**config.mk**
```make
export PLATFORM = sky130hd
export DESIGN_NAME = i2c_req_arbiter
export DESIGN_NICKNAME = d
export VERILOG_FILES = /design/src/rtl/i2c_req_arbiter.sv
export SDC_FILE = /design/constraint.sdc
export NUM_CORES = 1
export LEC_CHECK = 0
export CAP_MARGIN = 5
export CORE_ASPECT_RATIO = 0.9
export CORE_MARGIN = 2
export CORE_UTILIZATION = 40
export DETAILED_ROUTE_END_ITERATION = 6
export PLACE_DENSITY = 0.84
export SYNTH_ARGS = -nofsm -noshare
export SYNTH_HDL_FRONTEND = slang
export SYNTH_SLANG_ARGS = --single-unit
```
**constraint.sdc**
```tcl
create_clock -name clk -period 1.75 [get_ports clk]
set_input_delay 0.525 -clock clk [delete_from_list [all_inputs] [get_ports clk]]
set_output_delay 0.525 -clock clk [all_outputs]
set_load 0.03 [all_outputs]
```
**src/rtl/i2c_req_arbiter.sv**
```systemverilog
// Round-robin arbiter that shares one i2c master among NUM_REQ requesters and
// sequences each granted transaction through issue, active and completion.
module i2c_req_arbiter #(
  parameter int NUM_REQ    = 4,
  parameter int ADDR_WIDTH = 7,
  parameter int DATA_WIDTH = 8,
  parameter int TIMEOUT    = 64
) (
  input  logic                             clk,
  input  logic                             reset,
  input  logic                             en,
  input  logic [NUM_REQ-1:0]               req,
  input  logic [NUM_REQ*ADDR_WIDTH-1:0]    req_addr,
  input  logic [NUM_REQ*DATA_WIDTH-1:0]    req_data,
  input  logic [NUM_REQ-1:0]               req_rw,
  output logic [NUM_REQ-1:0]               gnt,
  output logic [NUM_REQ-1:0]               done,
  output logic [NUM_REQ-1:0]               err,
  output logic                             m_data_rdy,
  output logic [ADDR_WIDTH-1:0]            m_addr,
  output logic [DATA_WIDTH-1:0]            m_data,
  output logic                             m_rw,
  input  logic                             m_busy,
  output logic                             busy
);

  localparam int PW = (NUM_REQ > 1) ? $clog2(NUM_REQ) : 1;
  localparam int CW = $clog2(TIMEOUT + 1);
  localparam logic [CW-1:0] CNT_LAST = CW'(TIMEOUT - 1);
  localparam logic [CW-1:0] CNT_MAX  = CW'(TIMEOUT);
  localparam logic [NUM_REQ-1:0] ONE_HOT0 = NUM_REQ'(1);

  typedef enum logic [1:0] {S_IDLE, S_ISSUE, S_ACTIVE, S_DONE} state_t;

  state_t                 state_q, state_d;
  logic [CW-1:0]          cnt_q, cnt_d;
  logic [PW-1:0]          ptr_q, ptr_d;
  logic [PW-1:0]          owner_q, owner_d;
  logic [NUM_REQ-1:0]     gnt_q, gnt_d;
  logic [NUM_REQ-1:0]     done_q, done_d;
  logic [NUM_REQ-1:0]     err_q, err_d;
  logic                   rdy_q, rdy_d;
  logic [ADDR_WIDTH-1:0]  addr_q, addr_d;
  logic [DATA_WIDTH-1:0]  data_q, data_d;
  logic                   rw_q, rw_d;
  logic                   busy_q, busy_d;

  logic                   found;
  logic [PW-1:0]          pick;
  logic [ADDR_WIDTH-1:0]  sel_addr;
  logic [DATA_WIDTH-1:0]  sel_data;
  logic                   sel_rw;

  // Wait-phase counter holds at TIMEOUT instead of wrapping.
  function automatic logic [CW-1:0] sat_inc(input logic [CW-1:0] v);
    return (v == CNT_MAX) ? v : v + 1'b1;
  endfunction

  always_comb begin
    int          idx;
    logic [PW-1:0] idx_b;
    found    = 1'b0;
    pick     = '0;
    idx      = 0;
    idx_b    = '0;
    for (int k = 1; k <= NUM_REQ; k++) begin
      idx   = (int'(ptr_q) + k) % NUM_REQ;
      idx_b = PW'(idx);
      if (!found && req[idx_b]) begin
        found = 1'b1;
        pick  = idx_b;
      end
    end
    sel_addr = '0;
    sel_data = '0;
    sel_rw   = 1'b0;
    for (int i = 0; i < NUM_REQ; i++) begin
      if (PW'(i) == pick) begin
        sel_addr = req_addr[i*ADDR_WIDTH +: ADDR_WIDTH];
        sel_data = req_data[i*DATA_WIDTH +: DATA_WIDTH];
        sel_rw   = req_rw[i];
      end
    end
  end

  always_comb begin
    state_d = state_q;
    cnt_d   = sat_inc(cnt_q);
    ptr_d   = ptr_q;
    owner_d = owner_q;
    gnt_d   = gnt_q;
    done_d  = '0;
    err_d   = '0;
    rdy_d   = rdy_q;
    addr_d  = addr_q;
    data_d  = data_q;
    rw_d    = rw_q;
    case (state_q)
      S_IDLE: begin
        cnt_d = '0;
        if (en && found) begin
          state_d = S_ISSUE;
          gnt_d   = ONE_HOT0 << pick;
          owner_d = pick;
          addr_d  = sel_addr;
          data_d  = sel_data;
          rw_d    = sel_rw;
          rdy_d   = 1'b1;
        end
      end
      S_ISSUE: begin
        if (m_busy) begin
          rdy_d   = 1'b0;
          cnt_d   = '0;
          state_d = S_ACTIVE;
        end else if (cnt_q >= CNT_LAST) begin
          err_d   = gnt_q;
          rdy_d   = 1'b0;
          cnt_d   = '0;
          state_d = S_DONE;
        end
      end
      S_ACTIVE: begin
        if (!m_busy) begin
          done_d  = gnt_q;
          cnt_d   = '0;
          state_d = S_DONE;
        end else if (cnt_q >= CNT_LAST) begin
          err_d   = gnt_q;
          cnt_d   = '0;
          state_d = S_DONE;
        end
      end
      S_DONE: begin
        // Last owner becomes lowest priority for the next round.
        ptr_d   = owner_q;
        gnt_d   = '0;
        cnt_d   = '0;
        state_d = S_IDLE;
      end
      default: begin
        state_d = S_IDLE;
        gnt_d   = '0;
        rdy_d   = 1'b0;
        cnt_d   = '0;
      end
    endcase
    busy_d = (state_d != S_IDLE);
  end

  always_ff @(posedge clk or posedge reset) begin
    if (reset) begin
      state_q <= S_IDLE;
      cnt_q   <= '0;
      ptr_q   <= PW'(NUM_REQ - 1);
      owner_q <= '0;
      gnt_q   <= '0;
      done_q  <= '0;
      err_q   <= '0;
      rdy_q   <= 1'b0;
      addr_q  <= '0;
      data_q  <= '0;
      rw_q    <= 1'b0;
      busy_q  <= 1'b0;
    end else begin
      state_q <= state_d;
      cnt_q   <= cnt_d;
      ptr_q   <= ptr_d;
      owner_q <= owner_d;
      gnt_q   <= gnt_d;
      done_q  <= done_d;
      err_q   <= err_d;
      rdy_q   <= rdy_d;
      addr_q  <= addr_d;
      data_q  <= data_d;
      rw_q    <= rw_d;
      busy_q  <= busy_d;
    end
  end

  assign gnt        = gnt_q;
  assign done       = done_q;
  assign err        = err_q;
  assign m_data_rdy = rdy_q;
  assign m_addr     = addr_q;
  assign m_data     = data_q;
  assign m_rw       = rw_q;
  assign busy       = busy_q;

endmodule
```
# --- After elaboration in Yosys (flattened, before gate mapping) ---
# Cells that the tools add are included.
op_classes:
  mux: 50
  add_sub_neg: 5
  mul: 0
  magnitude_cmp: 5
  n_reduce_logical: 16
  div: 0
  shifts: 1
  n_bitwise: 0
  eq_ne: 9
ops:
  columns: ["op", "n"]
  rows:
  - ["$mux W7", 8]
  - ["$mux W8", 4]
  - ["$mux W4", 6]
  - ["$pmux W7 S3", 1]
  - ["$mux W2", 8]
  - ["$pmux W4 S2", 2]
  - ["$mux W1", 15]
  - ["$lt A2 B3 Y1 const B", 4]
  - ["$bmux W1 S2", 4]
  - ["$pmux W2 S4", 1]
  - ["$add A7 B1 Y7 const B", 1]
  - ["$eq A7 B7 Y1 const B", 1]
  - ["$ge A7 B6 Y1 const B", 1]
  - ["$reduce_bool A2 Y1", 3]
  - ["$add A2 B1 Y2 const B", 2]
  - ["$add A2 B2 Y2 const B", 2]
  - ["$eq A2 B2 Y1 const A", 2]
  - ["$eq A2 B2 Y1 const B", 2]
  - ["$logic_and A1 B1 Y1", 4]
  - ["$logic_not A2 Y1", 2]
  - ["$reduce_and A2 Y1", 2]
  - ["$shl A1 B2 Y4 const A", 1]
  - ["$logic_not A1 Y1", 3]
  - ["$ne A3 B3 Y1 const B", 1]
  - ["other kinds (6)", 6]
word_totals:
  mem_bits_ro: 0
  regBits: 43
  latchBits: 0
  output_inout_bits: 30
  ram_bits: 0
  memories: 0
  elab_cells: 98

# --- Logic depth before layout (Yosys ltp) ---
# Gate-level depths: netlist of the first run.
depth:
  depth_word: 18
  mapped_depth: 8
  mapped_depth_nobuf: 7

# --- Least setup slack after synthesis of the first run ---
# No wires, ideal clock.
synth_path:
  path_kind: "register -> register"
  from: "reg ptr_q[1]"
  to: "reg addr_q[1] (netlist: m_addr[1])"
  period_less_slack_ns: 1.787
  t_arrival_ns: 1.656
  slack_ns: -0.037
  required_time_ns: 1.619
  setup_time_ns: 0.131
  stages_incl_launch_ff: 9
  cell_sequence: "dfstp_2 clkbuf_1 a21o_1 buf_6 nand3_2 buf_6 buf_12 mux2i_1 o211ai_2"
synth_via:
  elab_chain_cells: 18
  word_cells_on_any_way: 36
synth_lines:
  columns: ["item", "line_no", "rtl"]
  rows:
  - ["from (decl)", "37", "logic [PW-1:0] ptr_q, ptr_d;"]
  - ["from (signal assigned)", "155", "ptr_q <= PW'(NUM_REQ - 1);"]
  - ["from (signal assigned)", "168", "ptr_q <= ptr_d;"]
  - ["$add A2 B1 Y2", "67", "idx = (int'(ptr_q) + k) % NUM_REQ;"]
  - ["$bmux W1 S2", "69", "if (!found && req[idx_b]) begin"]
  - ["$mux W1 (implied by the code)", "69", null]
  - ["$mux W1", "69", null]
  - ["$logic_not A1 Y1", "69", null]
  - ["$logic_and A1 B1 Y1", "69", null]
  - ["$mux W1", "69", null]
  - ["$logic_not A1 Y1", "69", null]
  - ["$logic_and A1 B1 Y1", "69", null]
  - ["$mux W1", "69", null]
  - ["$logic_not A1 Y1", "69", null]
  - ["$logic_and A1 B1 Y1", "69", null]
  - ["$mux W2", "69", null]
  - ["$logic_not A2 Y1", "78", "if (PW'(i) == pick) begin"]
  - ["$mux W7 (4 in series)", "78", null]
  - ["to (signal assigned)", "174", "addr_q <= addr_d;"]
  - ["to (decl)", "43", "logic [ADDR_WIDTH-1:0] addr_q, addr_d;"]
# Parallel ways exist; a longest one is shown, timed or not. The select of a mux whose other input is x is not followed.
# A chain may end at the register's enable or synchronous reset.

# --- Final worst setup path of the first run ---
layout_path:
  from: "reg ptr_q[0]"
  to: "reg rw_q (netlist: m_rw)"
layout_via:
  elab_chain_cells: 18
  word_cells_on_any_way: 36
layout_lines:
  columns: ["item", "line_no", "rtl"]
  rows:
  - ["$add A2 B1 Y2", "67", null]
  - ["$bmux W1 S2", "69", null]
  - ["$mux W1 (implied by the code)", "69", null]
  - ["$mux W1", "69", null]
  - ["$logic_not A1 Y1", "69", null]
  - ["$logic_and A1 B1 Y1", "69", null]
  - ["$mux W1", "69", null]
  - ["$logic_not A1 Y1", "69", null]
  - ["$logic_and A1 B1 Y1", "69", null]
  - ["$mux W1", "69", null]
  - ["$logic_not A1 Y1", "69", null]
  - ["$logic_and A1 B1 Y1", "69", null]
  - ["$mux W2", "69", null]
  - ["$logic_not A2 Y1", "78", null]
  - ["$mux W1 (4 in series)", "78", null]
  - ["to (signal assigned)", "176", "rw_q <= rw_d;"]
  - ["to (decl)", "45", "logic rw_q, rw_d;"]
# Parallel ways exist; a longest one is shown, timed or not. The select of a mux whose other input is x is not followed.

==> results.py, run 1 <==
metrics = {
    "pwr": {
        "p_leak_nw": 1.997,
        "power.switching_w": 0.002762,
        "p_comb_share_pct": 63.8,
        "power_density_nw_per_um2": 1362,
        "pwr-share-seq_pct": 25.0,
        "ir_drop_mv": 0.6361,
        "cell_internal_pwr_w": 0.003472,
        "p_clk_share_pct": 11.2,
        "p_sw_share_pct": 44.30,
    },
    "clock_network": {
        "cts_tree": "done",
        "cts-buffers-inserted": 5,
        "cts.sinks": 43,
        "clk_pin_slew_ns": 0.09,
        "clk_latency_ns": 0.30,
        "cts_root_buf": "clkbuf_8",
        "h-tree-depth": 2,
        "ctsHoldBuffers": 0,
        "clk_path_buf_depth": 2,
    },
    "sta": {
        "rsz0062_at_grt": "yes",
        "max_clock_freq_mhz": 546.9,
        "fin_hold_ws_ns": 0.4529,
        "finalHoldViolations": 0,
        "setup_violations": 7,
        "period_share_pct": 104.5,
        "finClkSkew_ns": 0.007381,
        "setup_ws_ns": -0.07865,
        "fin_crit_ns": 1.829,
        "slew_violations": 0,
    },
    "job": {
        "maxCapViolCount": 0,
    },
    "critical_path": {
        "reg2reg_from": "ptr_q[0]$_DFFE_PP1P_",
        "required_ns": 1.93,
        "crit_type": "flop to flop",
        "rrSetupSlack_ns": -0.08,
        "cp-end-kind": "flop",
        "reg2reg_to": "m_rw$_DFFE_PP0P_",
        "setup.worst_path.start": "ptr_q[0]$_DFFE_PP1P_",
        "endpoint": "m_rw$_DFFE_PP0P_",
        "crit_fanout": 8,
        "cp-start-kind": "flop",
        "reg2reg_depth": 6,
        "cp.arrival_ns": 2.01,
    },
    "synthesis": {
        "yosysTopAreaCellShare_pct": 38.66,
        "syn_nets": 334,
        "synth_edf_count": 0,
        "yosys_warnings": 0,
        "synth_area_leaders": "dfrtp_1 (39%), mux2i_1 (6.0%), a211o_1 (5.3%), o31ai_1 (4.5%), o211ai_2 (4.2%)",
        "synth-main-ff-cell": "dfrtp_1",
        "synth_top_area_cell": "dfrtp_1",
        "async_reset_ff_share_pct": 100.0,
        "ys_seq_area_share_pct": 40.64,
        "synth_cells": 255,
        "synth_area_um2": 2654,
        "yosysUniqueCellTypes": 51,
        "avgSynthCellArea_um2": 10.41,
        "ys_ff_latch": 43,
    },
    "floorplan": {
        "initial_core_util_pct": 40.73,
        "die_y_um": 81.27,
        "std_cell_rows": 28,
        "ios": 102,
        "die_w_um": 89.86,
        "core_area_um2": 6516,
        "die_area_um2": 7303,
    },
    "place": {
        "portBuffers": 101,
        "place_area_um2": 3975,
        "dp.cells": 460,
        "place_congestion": 0.9219,
        "dp.final_hpwl_um": 5781,
    },
    "global_route": {
        "grtUsageTotal_pct": 23.03,
        "grt_pass1_vias": 2684,
        "overflow": 0,
        "grt_max_degree": 19,
        "antenna_found_initial": 0,
        "grt_first_pass_wirelength_um": 13320,
    },
    "finish": {
        "drive_gt1_share_pct": 30.89,
        "synthToLayoutAreaGrowth_pct": 72.42,
        "multi_input_area_um2": 1725,
        "register_area_um2": 1079,
        "layout.cells.non_filler": 485,
        "fin_util_pct": 70.22,
        "stdcell_area_um2": 4576,
        "insertedDiodeCount": 0,
        "nets": 473,
        "nFillCells": 425,
    },
    "detailed_routing": {
        "drt-wirelength-per-cell_um": 19.32,
        "routed_wl_um": 9368,
        "drt-initial-drc-count": 290,
        "drtAntennaViolNets": 0,
        "via_per_inst": 5.759,
        "first_pass_iters": 5,
        "drc": 0,
        "vias": 2793,
    },
    "run_status": {
        "violations": "negative setup slack",
        "outcome": "complete, but fails checks",
    },
    "hold_path": {
        "hp-class": "primary input to asynchronous set/reset pin",
    },
}
==> stage by stage <==
step / power (W) / TNS, ns / worst slack (ns)
3_5_place_dp: 0.004776 / -11.77 / -0.4971
4_1_cts: 0.005607 / -0.001207 / -0.001207
3_3_place_gp: 0.004668 / -10.33 / -0.4354
6_report: 0.006234 / -0.1662 / -0.07865
5_1_grt: 0.006556 / -1.085 / -0.1209
2_1_floorplan: 0.003510 / 0 / 0.002190
==> power groups by stage <==
stage          combinational (W)  clock [W]  sequential, W
6_report                 0.00398   0.000696        0.00156
4_1_cts                  0.00338   0.000706        0.00152
3_3_place_gp             0.00311          0        0.00156
3_5_place_dp             0.00321          0        0.00157
2_1_floorplan            0.00156          0        0.00195
5_1_grt                  0.00419   0.000771        0.00159
==> metal layers <==
| layer | vias up | routed length, um | global-route usage, % |
|---|---|---|---|
| met4 | 0 | 198 | 8.154 |
| met5 | - | 0 | 0 |
| met3 | 25 | 631 | 5.566 |
| met2 | 163 | 4691 | 41.14 |
| met1 | 1355 | 3846 | 27.63 |
| li1 | 1250 | - | - |
==> cells in the mapped netlist, drive strengths merged (3+ instances only) <==
cell	instances
a211o	16
a21oi	4
ha	7
nand3	5
dfrtp	41
inv	7
a32o	3
o211ai	16
mux2i	16
nand4	17
o31ai	16
clkbuf	4
o41ai	3
nor2	14
buf	15
o21ai	5
nand2	22
o22ai	3
nor3	3
and2	8
==> worst min-delay path by stage <==
stage	end	startpoint
2_1_floorplan	owner_q[0]$_DFFE_PP0P_	owner_q[0]$_DFFE_PP0P_
5_1_grt	owner_q[0]$_DFFE_PP0P_	reset
6_report	owner_q[0]$_DFFE_PP0P_	reset
3_5_place_dp	m_addr[6]$_DFFE_PP0P_	m_addr[6]$_DFFE_PP0P_
4_1_cts	m_data[1]$_DFFE_PP0P_	reset
3_3_place_gp	owner_q[1]$_DFFE_PP0P_	owner_q[1]$_DFFE_PP0P_
==> sequential cells by signal (all words and copies together) (netlist names) <==
name,cells
err,4
m_addr,7
state_q,2
owner_q,2
gnt,4
busy,1
m_data,8
cnt_q,7
done,4
m_data_rdy,1
m_rw,1
ptr_q,2
==> worst max-delay path: stages, from the launching register on <==
cell and delay [ns]:
dfstp_2 0.57, and2b_4 0.21, o21a_4 0.22, clkbuf_16 0.19, o31ai_2 0.23, a211o_1 0.17
o211ai_1 0.10
==> area by class of cell <==
| class | instances | share of cell area, % |
|---|---|---|
| sequential | 43 | 23.57 |
| inverter | 7 | 0.6289 |
| multi-input combinational | 186 | 37.71 |
| clock inverter | 2 | 0.3555 |
| clock buffer | 6 | 1.805 |
| timing repair buffer | 151 | 33.47 |
| tap | 90 | 2.461 |
==> cells by family after synthesis <==
kind of cell	share of synthesized area, %
AO/OA/AOI/OAI	25.37
buffers and inverters	6.364
AND/OR/NAND/NOR	15.98
other	0.1413
XOR/XNOR	1.320
adder cells (fa/ha/maj)	3.300
multiplexers	6.883
flip-flops	40.64
==> layout by cell type, fill, tap and decap left out, drive strengths merged, types with 3 or more instances in the layout <==
cell type,count
buf,47
nand4,17
nand3,5
o21ai,5
mux2i,16
ha,7
nor3,3
clkdlybuf4s50,66
and2,8
o22ai,3
inv,6
a21oi,4
o31ai,16
o41ai,3
clkbuf,9
a211o,16
nand2,22
dfrtp,41
dlygate4sd2,33
nor2,14
o211ai,16
a32o,3
==> timing repair <==
action                     in CTS  in global routing
setup endpoints to repair      55                 19
pin swaps                       2                 26
cloned                          2                  2
gates resized for setup        55                 50
buffers inserted                9                  4
No activity file was read; power rests on OpenSTA's default activity.
==> inputs of run 2 (changes only) <==
--- a/config.mk
+++ b/config.mk
@@ -11,2 +11,3 @@
 export CORE_UTILIZATION = 40
+export CTS_CLUSTER_SIZE = 24
 export DETAILED_ROUTE_END_ITERATION = 6
==> constraint.sdc (replaced) <==
create_clock -name clk -period 1.75 [get_ports clk]
set_input_delay 0.2625 -clock clk [delete_from_list [all_inputs] [get_ports clk]]
set_output_delay 0.2625 -clock clk [all_outputs]
set_load 0.03 [all_outputs]
==> run 2 against run 1 <==
Effect of this change: the flow still finishes with violations (negative setup slack); final cell count fell by 2.9%; register-to-register slack improved by 0.06 ns; sequential cell count did not move; highest routed layer unchanged; clock skew rose by 0.0056 ns; sequential power barely moved; routed wire length fell by 10%; fmax rose by 3.6%; combinational power fell by 9.8%; critical path type unchanged.
==> results.py, run 2 (synthesis gave the netlist of run 1 again) <==
metrics = {
    "clock_network": {
        "cts_tree": "done",
        "clk_latency_ns": 0.30,
        "h-tree-depth": 2,
        "cts-buffers-inserted": 5,
        "cts.sinks": 43,
        "clk_pin_slew_ns": 0.09,
        "clk_path_buf_depth": 2,
        "cts_root_buf": "clkbuf_8",
    },
    "detailed_routing": {
        "drt-initial-drc-count": 180,
        "first_pass_iters": 4,
        "via_per_inst": 5.544,
        "drtAntennaViolNets": 0,
        "drc": 0,
        "vias": 2611,
        "routed_wl_um": 8406,
        "drt-wirelength-per-cell_um": 17.85,
    },
    "finish": {
        "final_cell_mix": "clkdlybuf4s50_1 (98), dfrtp_1 (41), buf_4 (24), nand2_1 (20), nand4_1 (17)",
        "nFillCells": 481,
        "insertedDiodeCount": 0,
        "synthToLayoutAreaGrowth_pct": 61.81,
        "drive_gt1_share_pct": 25.20,
        "largest_register_ffs": 8,
        "nets": 459,
        "mostFrequentLayoutCell": "clkdlybuf4s50_1",
        "stdcell_area_um2": 4294,
    },
    "critical_path": {
        "crit_type": "flop to flop",
        "rrSetupSlack_ns": -0.01,
        "cp-start-kind": "flop",
        "slowest_stage": "dfstp_2",
        "crit_buf_inv": 1,
        "critPathTopFamily": "compound AO/OA/AOI/OAI gates",
        "path_cells": "and2b_4 > o21a_4 > clkbuf_16 > o31ai_2 > a211o_1 > o211ai_1",
        "required_ns": 1.92,
        "cp_slowest_stage_delay_ns": 0.55,
        "crit_fanout": 8,
        "cp-end-kind": "flop",
        "cp.arrival_ns": 1.93,
    },
    "sta": {
        "fin_hold_ws_ns": 0.2437,
        "finClkSkew_ns": 0.01296,
        "setup_ws_ns": -0.01445,
        "max_clock_freq_mhz": 566.7,
        "slew_headroom_pct": 62.73,
        "fin_crit_ns": 1.764,
        "tightest_slew_ns": 0.5557,
        "setup_violations": 2,
        "period_share_pct": 100.8,
        "slew_violations": 0,
        "finalHoldViolations": 0,
        "rsz0062_at_grt": "yes",
    },
    "pwr": {
        "p_leak_nw": 1.818,
        "ir_drop_mv": 0.6765,
        "power_density_nw_per_um2": 1347,
    },
    "run_status": {
        "outcome": "complete, but fails checks",
        "violations": "negative setup slack",
    },
    "global_route": {
        "gr-usage-met2_pct": 36.29,
        "grt_pass1_vias": 2477,
        "grtUsageTotal_pct": 21.04,
        "grtUsageMet3_pct": 5.102,
        "grt_first_pass_wirelength_um": 12300,
        "antenna_found_initial": 0,
        "overflow": 0,
        "use_met1_pct": 27.27,
        "grt_max_degree": 37,
        "gr-max-usage-layer": "met2",
    },
    "floorplan": {
        "core_area_um2": 6516,
        "std_cell_rows": 28,
        "ios": 102,
        "initial_core_util_pct": 40.73,
        "die_area_um2": 7303,
        "die_w_um": 89.86,
        "die_y_um": 81.27,
    },
    "place": {
        "dp.final_hpwl_um": 5694,
        "place_area_um2": 3953,
        "dp_slack_ns": -0.3095,
        "place_congestion": 0.8578,
        "portBuffers": 101,
    },
    "hold_path": {
        "hp-class": "primary input to asynchronous set/reset pin",
    },
    "job": {
        "maxCapViolCount": 0,
    },
}
## run 2: cell types whose count changed in the layout (fill, tap and decap cells not counted), moves of 2 or more
cell	change
dlymetal6s2s_1	+3
buf_4	-10
o31ai_1	+2
mux2i_2	-3
buf_6	-2
o31ai_2	+8
clkdlybuf4s50_1	+32
o31ai_4	-10
o41ai_2	+2
mux2i_1	+4
dlygate4sd2_1	-33
## run 2: cell type report
cell class / count / area (um^2) / area share (%)
Clock inverter: 2 / 12.51 / 0.2914
Multi-Input combinational cell: 186 / 1570 / 36.57
Timing Repair Buffer: 137 / 1421 / 33.10
Clock buffer: 6 / 72.57 / 1.690
Inverter: 7 / 26.28 / 0.6119
Tap cell: 90 / 112.6 / 2.622
Sequential cell: 43 / 1079 / 25.12
## run 2: power by group
part	internal, W	leakage (nW)	switching [W]	total, W
registers	0.00132	0.552	0.000237	0.00156
clock network	0.000279	0.0412	0.000352	0.000632
logic	0.00169	1.22	0.00190	0.00359
total	0.00329	1.82	0.00249	0.00578
## run 2: repair_timing
item / CTS / global route
gates resized for setup: 8 / 35
hold buffers: 0 / 0
endpoints found under the setup margin: 18 / 26
cloned: 0 / 1
pin swaps: 0 / 10
setup buffers: 4 / 2
## run 2: path summary, 6_finish.rpt
check,endpoint,depth (start not counted),start
setup / recovery,m_data[6]$_DFFE_PP0P_,6,ptr_q[0]$_DFFE_PP1P_
hold reg to reg,owner_q[0]$_DFFE_PP0P_,2,owner_q[0]$_DFFE_PP0P_
setup reg to reg,m_data[6]$_DFFE_PP0P_,6,ptr_q[0]$_DFFE_PP1P_
min in group clk,owner_q[0]$_DFFE_PP0P_,2,owner_q[0]$_DFFE_PP0P_
hold / removal,owner_q[0]$_DFFE_PP0P_,2,reset
max in group asynchronous,m_data_rdy$_DFFE_PP0P_,3,reset
## run 2: layer usage
layer / part of all wire, % / routed length, um / up-vias
li1: - / - / 1213
met1: 41 / 3473 / 1260
met2: 51 / 4246 / 127
met3: 7.2 / 604 / 11
met4: 0.96 / 81 / 0
met5: 0 / 0 / -
## run 2: worst register-to-register path, stage by stage, from the launching register on
cell       delay [ns]
dfstp_2          0.55
and2b_4          0.21
o21a_4           0.22
clkbuf_16        0.17
o31ai_2          0.25
a211o_1          0.16
o211ai_1         0.09
## run 2: through the flow
stage | instances | TNS, ns | total power [W] | util [%]
after floorplan | 255 | 0 | 0.003509 | -
after global placement | 456 | -4.550 | 0.004638 | 60.66
after detailed placement | 456 | -6.366 | 0.004728 | 60.66
after CTS | 468 | 0 | 0.005477 | 62.88
after global routing | 471 | -0.5718 | 0.006093 | 65.90
final | 471 | -0.02361 | 0.005784 | 65.90
